[src/rtl/debouncer.sv]
// debouncer: turns a raw, bouncing button/switch level into one clean level.
// An optional two-flop synchronizer feeds a stability counter and a 4-state
// Moore FSM. The output follows the input only after it has held a new value
// for DEBOUNCE_CLKS consecutive cycles. Any reversal during that window
// returns the FSM to the previous stable state and discards the partial count.
//
// Build option: define DEBOUNCER_SYNC_EN to insert the 2-flop synchronizer.
// Use it for truly asynchronous pins; it adds 2 cycles of latency. Without
// the macro, noisy is sampled by the FSM directly.
//
// Ports:
//   clk        in   global clock, all state on posedge
//   rst        in   synchronous active-high reset
//   noisy      in   raw button/switch input
//   debounced  out  stable, glitch-free level (registered)
module debouncer #(
  parameter int unsigned DEBOUNCE_CLKS = 100000
) (
  input  logic clk,
  input  logic rst,
  input  logic noisy,
  output logic debounced
);

  localparam int unsigned CNT_WIDTH = $clog2(DEBOUNCE_CLKS) + 1;
  localparam logic [CNT_WIDTH-1:0] CNT_LAST = CNT_WIDTH'(DEBOUNCE_CLKS - 1);

  localparam logic [1:0] S0    = 2'b00;
  localparam logic [1:0] WAIT1 = 2'b01;
  localparam logic [1:0] S1    = 2'b10;
  localparam logic [1:0] WAIT0 = 2'b11;

  logic                 sync_in;
  logic [1:0]           state_q, state_d;
  logic [CNT_WIDTH-1:0] cnt_q, cnt_d;
  logic                 debounced_q, debounced_d;

`ifdef DEBOUNCER_SYNC_EN
  // Two-flop synchronizer for an asynchronous pin
  logic sync1_q, sync2_q;

  always_ff @(posedge clk) begin
    if (rst) begin
      sync1_q <= 1'b0;
      sync2_q <= 1'b0;
    end else begin
      sync1_q <= noisy;
      sync2_q <= sync1_q;
    end
  end

  assign sync_in = sync2_q;
`else
  assign sync_in = noisy;
`endif

  // State, counter and output registers
  always_ff @(posedge clk) begin
    if (rst) begin
      state_q     <= S0;
      cnt_q       <= '0;
      debounced_q <= 1'b0;
    end else begin
      state_q     <= state_d;
      cnt_q       <= cnt_d;
      debounced_q <= debounced_d;
    end
  end

  // Next-state and counter logic; a reversal in a WAIT state wins over expiry
  always_comb begin
    state_d = state_q;
    cnt_d   = cnt_q;
    case (state_q)
      S0: begin
        if (sync_in) begin
          state_d = WAIT1;
          cnt_d   = '0;
        end
      end
      WAIT1: begin
        if (!sync_in) begin
          state_d = S0;
          cnt_d   = '0;
        end else if (cnt_q == CNT_LAST) begin
          state_d = S1;
          cnt_d   = '0;
        end else begin
          cnt_d = cnt_q + CNT_WIDTH'(1);
        end
      end
      S1: begin
        if (!sync_in) begin
          state_d = WAIT0;
          cnt_d   = '0;
        end
      end
      WAIT0: begin
        if (sync_in) begin
          state_d = S1;
          cnt_d   = '0;
        end else if (cnt_q == CNT_LAST) begin
          state_d = S0;
          cnt_d   = '0;
        end else begin
          cnt_d = cnt_q + CNT_WIDTH'(1);
        end
      end
      default: begin
        state_d = S0;
        cnt_d   = '0;
      end
    endcase
  end

  // Moore output decoded from the next state so it registers with the state
  always_comb begin
    debounced_d = (state_d == S1) || (state_d == WAIT0);
  end

  assign debounced = debounced_q;

endmodule
[config.mk]
export PLATFORM = sky130hd
export DESIGN_NAME = debouncer
export DESIGN_NICKNAME = d
export VERILOG_FILES = /design/src/rtl/debouncer.sv
export SDC_FILE = /design/constraint.sdc
export NUM_CORES = 1
export LEC_CHECK = 0
export ABC_AREA = 1
export BUFFER_PORTS_ARGS = -buffer_cell sky130_fd_sc_hd__clkbuf_2
export CAP_MARGIN = 20
export CORE_ASPECT_RATIO = 0.8
export CORE_MARGIN = 5
export CORE_UTILIZATION = 64
export CTS_BUF_LIST = sky130_fd_sc_hd__clkbuf_2
export DETAILED_ROUTE_END_ITERATION = 10
export PLACE_DENSITY_LB_ADDON = 0.1
export SKIP_LAST_GASP = 1
export SLEW_MARGIN = 20
export SYNTH_ARGS = -nofsm -noshare
export SYNTH_HDL_FRONTEND = slang
export SYNTH_SLANG_ARGS = --single-unit
[constraint.sdc]
create_clock -name clk -period 2.2 [get_ports clk]
set_clock_uncertainty 0.2 [all_clocks]
set_input_delay 0.33 -clock clk [delete_from_list [all_inputs] [get_ports clk]]
set_output_delay 0.33 -clock clk [all_outputs]
set_load 0.01 [all_outputs]
; Yosys cells after proc, flatten, opt, wreduce, memory -nomap -nowiden
; Index checks and enable logic that the tools add are counted.
[word_totals]
latchBits = 0
romBits = 0
memories = 0
ram_bits = 0
register_bits = 21
input_bits = 3
wordCells = 28
out_inout_bits = 1
[classes]
bitwise = 0
n_shift = 0
mux = 13
magnitude_cmp = 0
add_sub_neg = 1
n_eq_ne = 8
n_reduce_logical = 3
div = 0
n_mul = 0
[ops]
columns = cell, n
row1 = 2-to-1 mux 18 bit, 5
row2 = case mux 18 bit (4 select lines), 1
row3 = adder 18 x 1 -> 18 bit (second input constant), 1
row4 = == test 18 x 17 -> 1 bit (second input constant), 1
row5 = 2-to-1 mux 2 bit, 6
row6 = == test 2 bit (second input constant), 4
row7 = case mux 2 bit (4 select lines), 1
row8 = != test 2 bit (second input constant), 2
row9 = == test 2 x 1 -> 1 bit (second input constant), 1
row10 = zero test 2 bit, 1
row11 = AND reduction 2 bit, 1
row12 = logical OR 1 bit, 1

; Longest topological paths before layout
; Gate-level depths: netlist of the first run.
[depth]
depth_word = 6
mapped_depth = 9
mapped_depth_nobuf = 9

; Worst setup path before layout of the first run
; No wires, ideal clock.
[synth_path]
path_type = register -> register
from = register cnt_q[0]
to = register cnt_q[7]
n_path_buf = 1
setup_ns = 0.132
t_arrival_ns = 1.308
path_stages_with_launch = 8
path_slack_ns = 0.560
synth_period_minus_slack_ns = 1.640
path_cell_list = dfxtp_1 > ha_1 > nand3_1 > nor2_1 > nand3_2 > buf_2 > nand3b_1 > a21oi_1
[synth_via]
elab_chain_cells = 4
word_cells_on_any_way = 6
classes_between = add/sub (1) / eq/ne (1) / mux (4)
[synth_lines]
columns = item, line
row1 = from (decl), 35  ; logic [CNT_WIDTH-1:0] cnt_q, cnt_d;
row2 = from (signal assigned), 65  ; cnt_q <= cnt_d;
row3 = adder 18 x 1 -> 18 bit or == test 18 x 17 -> 1 bit (tied branches), -
row4 = 2-to-1 mux 18 bit *, "85, 102"
row5 = 2-to-1 mux 18 bit (on tied branches), "99, 82"
row6 = case mux 18 bit (4 select lines) *, 74  ; case (state_q)
; Every way passes the cells marked *; elsewhere a longest branch is shown, timed or not.
; A chain may end at the register's enable or synchronous reset.

; Worst setup path after layout of the first run
[layout_path]
from = register cnt_q[0]
to = register state_q[1]
[layout_via]
elab_chain_cells = 4
word_cells_on_any_way = 6
classes_between = eq/ne (1) / mux (5)
[layout_lines]
columns = item, line
row1 = == test 18 x 17 -> 1 bit *, "85, 102"
row2 = 2-to-1 mux 2 bit (on tied branches), "102, 85"
row3 = 2-to-1 mux 2 bit (on tied branches), "99, 82"
row4 = case mux 2 bit (4 select lines) *, 74
row5 = to (signal assigned), 64  ; state_q <= state_d;
row6 = to (decl), 34  ; logic [1:0] state_q, state_d;
; Marked as above.

==> metrics, run 1 <==
post-route cell area=1380 sq um; drc violations=0; CTS H-tree depth=1; largest net degree at the start of global routing=18; placed cell areas=1360 sq um; Hold Violations, Final=0; Post-Synthesis Net Count=228; Required @ worst endpoint=2.24 ns; via count=1429; outcome=finished clean; grt ovf=0; CP arrival=2.02 ns; Filler cells=180; Initial Utilization=68.4%; Synth area leader=dfxtp_1; critical path launch point type=flop; mean post-synth cell area=5.89 sq um; period utilisation layout=90.0%; Main synth FF type=dfxtp_1; reg2reg setup slack=0.22 ns; Pins Over Slew Limit=0; number of diodes=0; vias in the first global route=1299; ratio of cells with drive above 1 in the final layout=5.68%; Tot GR Track Use=22.7%; max frequency=505 MHz; cell with the most instances after synthesis=nand2_1; PwrDens=428 nW/um^2; Yosys reg bits=21; Post-Route WL=3190 um; first-pass GRT wire length=5460 um; cell count of the worst hold path=2; largest cells by area after synthesis=dfxtp_1 32%, nand2_1 21%, nor2_1 11%; DIE HEIGHT=50.6 um; routed vias/inst=5.65; GP Congestion=0.895; Worst setup endpoint=state_q[1]; Min-Delay Path Class=input port to flop; Max Cap Viol=0; reg2reg start=cnt_q[0]; Tmin final=1.98 ns; Final setup viols=0; IO Count=4; CTS Buf Count=3; Yosys top cell area share=31.9%; Yosys cell types=20; number of synthesized flops with an enable pin=0; Core Footprint=1930 sq um; worst slew pin tran=0.367 ns; initial DRC count=99; Mapped Area=1320 sq um; die area=3070 sq um; worst ir drop on vdd=0.385 mV; root buf cell=clkbuf_2; post-layout total power=0.589 mW; r2r worst-path depth=8; FP Rows=14; post-CTS resize count=0; Synth Instances=224; Clock Pin Slew Worst Setup and Hold Paths=0.21 ns; Crit. Startpoint=cnt_q[0]; DR WL/cell=12.6 um; clk_lat worst skew=0.34 ns; Worst Setup End Kind=flop; worst r2r dst=state_q[1]; Post-CTS Setup Inserts=0; critical path class=flop to flop; slew margin rel.=75.4%; crit-path max FO=8; Async S/R FF share, synth=0%; CTS tree=done; Routed Antenna Nets=0; Yosys warning total=0; P_leak=0.541 nW; most used cell, CP=nor2_1; drt pass-1 iters=7; slowest stage delay, CP=0.48 ns; Port Buf Inserts=3; Die Width=60.8 um; Seq/Total Area, Yosys=31.9%; nets@finish=234; Synth-to-Final Area Change=4.27%; dpl hpwl=2340 um; most frequent cells after synthesis=74 x nand2_1, 38 x nor2_1, 27 x nand3_1; RSZ-0062 raised after global routing=false; Critical-path top delay cell=dfxtp_1; crit-path cells=ha_1 > nand3_1 > nor2_1 > nand3_2 > nor2_1 > nand2_1 > nand2_1 > nor2_1; clk sink count=21; cts hold-fix bufs=0; Sum Neg Setup Slack=0 ns; initial antenna violation count=0; CTS max path bufs=2
sequential cells by signal, summed over array words and instances (netlist names):
| register | flops |
|---|---|
| state_q | 2 |
| cnt_q | 18 |
| debounced | 1 |
cells in the final DEF (no fill, tap or decap):
master / netlist / layout
nor2_1: 38 / 38
nor2_4: 1 / 1
nand4_1: 3 / 3
nand3_1: 27 / 27
nor3_1: 2 / 2
buf_4: 2 / 2
a21oi_1: 14 / 14
inv_1: 25 / 25
ha_1: 1 / 1
or2_2: 1 / 1
nand3b_1: 4 / 4
dfxtp_1: 21 / 21
nand2_1: 74 / 74
xnor2_1: 1 / 1
nand3_2: 1 / 1
nor2_2: 1 / 1
xor2_1: 3 / 3
clkbuf_2: 0 / 7
o21ai_0: 3 / 3
per-stage QoR:
stage          util, %  setup slack (ns)  hold WS (ns)  cells
5_1_grt           71.4             0.102         0.121    253
3_5_place_dp      70.3             0.310         0.288    249
3_3_place_gp      70.3             0.425         0.278    249
2_1_floorplan        -             0.560         0.261    224
6_report          71.4             0.220         0.120    253
4_1_cts           71.4             0.277         0.122    253
per-layer routing:
layer	up-vias	track usage, %	part of all wire (%)
met2	78	35.6	45
met4	0	7.22	1.1
met3	8	5.64	10
met5	-	0	0
met1	630	30.2	44
li1	713	-	-
critical path, delay by kind of cell (launching register included):
kind                     cells  cell delay [ns]
adder cells (fa/ha/maj)      1             0.24
flip-flops                   1             0.48
AND/OR/NAND/NOR              7             0.95
final cells by class:
cell class	count	area [sq um]	area share, %
tap	24	30.0	2.18
sequential	21	420	30.6
clock buffer	4	20.0	1.46
multi-input combinational	174	781	56.8
timing repair buffer	5	30.0	2.18
inverter	25	93.8	6.82
where the power goes:
group,internal [mW],switching [mW],leakage (nW)
clock,0.0481,0.120,0.0166
sequential,0.383,0.00242,0.169
combinational,0.00943,0.0258,0.355
cells by family (layout without fill, tap and decap cells):
logic type,after synthesis,in the layout,synth area share (%)
simple gates,152,152,49.1
xor+xnor,4,4,2.66
buf+inv,29,34,8.92
flops,21,21,31.9
compound gates,17,17,6.45
fa+ha+maj,1,1,0.949
how the worst min path moves through the flow:
stage,slack [ns],from,end
2_1_floorplan,0.26,cnt_q[1],cnt_q[1]
3_3_place_gp,0.28,cnt_q[14],cnt_q[14]
3_5_place_dp,0.29,cnt_q[14],cnt_q[14]
4_1_cts,0.12,noisy,state_q[0]
5_1_grt,0.12,rst,cnt_q[10]
6_report,0.12,rst,cnt_q[5]
No activity file was read; power rests on OpenSTA's default activity.
==> inputs of run 2 (changes only) <==
--- a/config.mk
+++ b/config.mk
@@ -5,12 +5,11 @@
 export SDC_FILE = /design/constraint.sdc
 export NUM_CORES = 1
 export LEC_CHECK = 0
-export ABC_AREA = 1
 export BUFFER_PORTS_ARGS = -buffer_cell sky130_fd_sc_hd__clkbuf_2
 export CAP_MARGIN = 20
 export CORE_ASPECT_RATIO = 0.8
 export CORE_MARGIN = 5
-export CORE_UTILIZATION = 64
+export CORE_UTILIZATION = 63
 export CTS_BUF_LIST = sky130_fd_sc_hd__clkbuf_2
 export DETAILED_ROUTE_END_ITERATION = 10
 export PLACE_DENSITY_LB_ADDON = 0.1
==> run 2 against run 1 <==
Compared with the run above:
- flip-flop and latch count stayed put
- register-to-register slack lost 0.12 ns
- utilization is 2.8 points higher
- sequential power is essentially flat
==> metrics, run 2 <==
Clock Pin Slew Worst Setup and Hold Paths=0.19 ns (-0.02 ns); mean post-synth cell area=8.24 sq um (+40%); Post-Route WL=2490 um (-22%); CP arrival=2.18 ns (+0.16 ns); Main synth FF type=dfxtp_1; WP buf/inv=1 (+1); period utilisation layout=95.6% (+5.6 points); first-pass GRT wire length=4150 um (-24%); cts hold-fix bufs=0 (unchanged); routed vias/inst=6.37 (+13%); slowest stage delay, CP=0.47 ns (about the same); Post-Synthesis Net Count=141 (-38%); die area=2740 sq um (-11%); Tmin final=2.10 ns (+0.123 ns); max frequency=476 MHz (-5.8%); Synth-to-Final Area Change=8.98%; Tot GR Track Use=19.4% (-3.2 points); FP Rows=13 (-1); Required @ worst endpoint=2.28 ns (+0.04 ns); largest net degree at the start of global routing=14 (-4); Pins Over Slew Limit=0 (unchanged); Core Util, Final=74.1% (+2.8 points); Sum Neg Setup Slack=0 ns (unchanged); root buf cell=clkbuf_2; GP Congestion=0.893 (-0.16%); initial antenna violation count=0 (unchanged); clk sink count=21 (unchanged); CTS Buf Count=3 (unchanged); cell count after placement=162 (-35%); via count=1070 (-25%); most frequent cells in the layout=20 x dfxtp_1, 13 x nand3_1, 12 x nand2_1, 12 x nor2_1; Final setup viols=0 (unchanged); Yosys warning total=0 (unchanged); most common cell after layout, fill and taps aside=dfxtp_1; IO Count=4 (unchanged); CTS H-tree depth=1 (unchanged); Worst Setup End Kind=flop; CTS max path bufs=2 (unchanged); critical path launch point type=flop; post-layout total power=0.580 mW (-1.6%); Most flops, register=cnt_q; crit-path leading delay family=simple AND/OR/NAND/NOR gates; slew margin rel.=72.6% (-2.8 points); Die Width=57.3 um (-5.6%); dpl hpwl=1830 um (-22%); most frequent cells after synthesis=21 x dfxtp_1, 13 x nand3_1, 12 x nand2_1, 12 x nor2_1, 9 x nand4_1; Min-Delay Path Class=input port to flop; number of synthesized flops with an enable pin=0 (unchanged); worst slew pin tran=0.408 ns (+0.0407 ns); Seq/Total Area, Yosys=37.3% (+5.4 points); outcome=finished clean; Async S/R FF share, synth=0% (unchanged); drc violations=0 (unchanged); Mapped Area=1130 sq um (-14%); largest cells by area after synthesis=dfxtp_1 37%, nand3_1 5.8%, nand4_1 5.0%; initial DRC count=30 (-70%); Max Cap Viol=0 (unchanged); nets@finish=151 (-35%); P_leak=0.440 nW (-19%); DR WL/cell=14.8 um (+17%); Yosys top cell area share=37.3% (+5.4 points); worst ir drop on vdd=0.469 mV (+22%); non-filler instance count after layout=168 (-34%); Initial Utilization=68.0% (-0.42 points); crit-path max FO=9 (+1); Filler cells=132 (-27%); grt ovf=0 (unchanged); crit-path cells=ha_2 > nand4_1 > nor4_1 > buf_4 > a211o_4 > or4_1 > nand3_1; Synth area leader=dfxtp_1; Routed Antenna Nets=0 (unchanged); Critical-path top delay cell=or4_1; Synth Instances=137 (-39%); drt pass-1 iters=4 (-3); Hold Violations, Final=0 (unchanged); PwrDens=471 nW/um^2 (+10%); Core Footprint=1660 sq um (-14%); CTS tree=done; number of diodes=0 (unchanged); critical path class=flop to flop; cell with the most instances after synthesis=dfxtp_1; ratio of cells with drive above 1 in the final layout=20.5% (+15 points); max reg flops=18 (unchanged); vias in the first global route=938 (-28%); Yosys cell types=40 (+100%); clk_lat worst skew=0.32 ns (-0.02 ns); Yosys reg bits=21 (unchanged); Port Buf Inserts=3 (unchanged); DIE HEIGHT=47.9 um (-5.4%)
==> run 2: cell types whose count changed in the layout (fill, tap and decap cells not counted), sizes merged, moves of 4 or more <==
| cell | change |
|---|---|
| nand3 | -15 |
| nand2 | -61 |
| nand4 | +6 |
| or3 | +6 |
| buf | +7 |
| nor2 | -28 |
| a21oi | -7 |
| inv | -22 |
| nand3b | -4 |
==> run 2: final timing paths <==
check | from | endpoint | slack, ns | cells after the start
max | cnt_q[1] | cnt_q[17] | 0.1 | 7
min | noisy | debounced | 0.1 | 3
max reg2reg | cnt_q[1] | cnt_q[17] | 0.1 | 7
min reg2reg | cnt_q[16] | cnt_q[16] | 0.31 | 1
==> run 2: cell type report <==
class | count | area (sq um) | share of cell area (%)
well taps | 22 | 27.5 | 2.24
multi-input cells | 106 | 667 | 54.2
inverters | 3 | 11.3 | 0.916
flip-flops and latches | 21 | 422 | 34.3
repair buffers | 12 | 82.6 | 6.71
clock buffers | 4 | 20.0 | 1.63
==> run 2: worst min-delay path, cell delays in order <==
cell	delay, ns
clkbuf_2	0.11
mux2i_1	0.08
nor2_1	0.08
==> run 2: logic make-up after synthesis <==
family | synth area share (%)
compound gates | 15.1
flops | 37.3
fa+ha+maj | 1.11
mux | 2.66
xor+xnor | 4.55
simple gates | 35.5
buf+inv | 3.88
==> run 2: through the flow <==
stage | instance area, sq um | worst slack [ns] | hold slack [ns]
after floorplan | 1130 | 0.174 | 0.258
after global placement | 1190 | 0.123 | 0.275
after detailed placement | 1190 | 0.0861 | 0.280
after CTS | 1210 | 0.0485 | 0.0947
after global routing | 1230 | -0.00114 | 0.103
final | 1230 | 0.0973 | 0.0953
==> run 2: layer usage <==
layer	track usage (%)	vias to the layer above	wire length (um)
li1	-	521	-
met1	26.1	489	1100
met2	32.1	56	1140
met3	5.12	4	220
met4	4.17	0	21
met5	0	-	0
==> run 2: where the power goes <==
group	internal (mW)	total [mW]	switching, mW
combinational	0.0116	0.0315	0.0200
sequential	0.383	0.385	0.00199
clock	0.0481	0.163	0.115
==> run 2: what timing repair did <==
item / 4_1_cts / 5_1_grt
setup endpoints to repair: 0 / 7
buffers inserted: 0 / 2
hold endpoints to repair: 0 / 0
resized for setup: 0 / 2
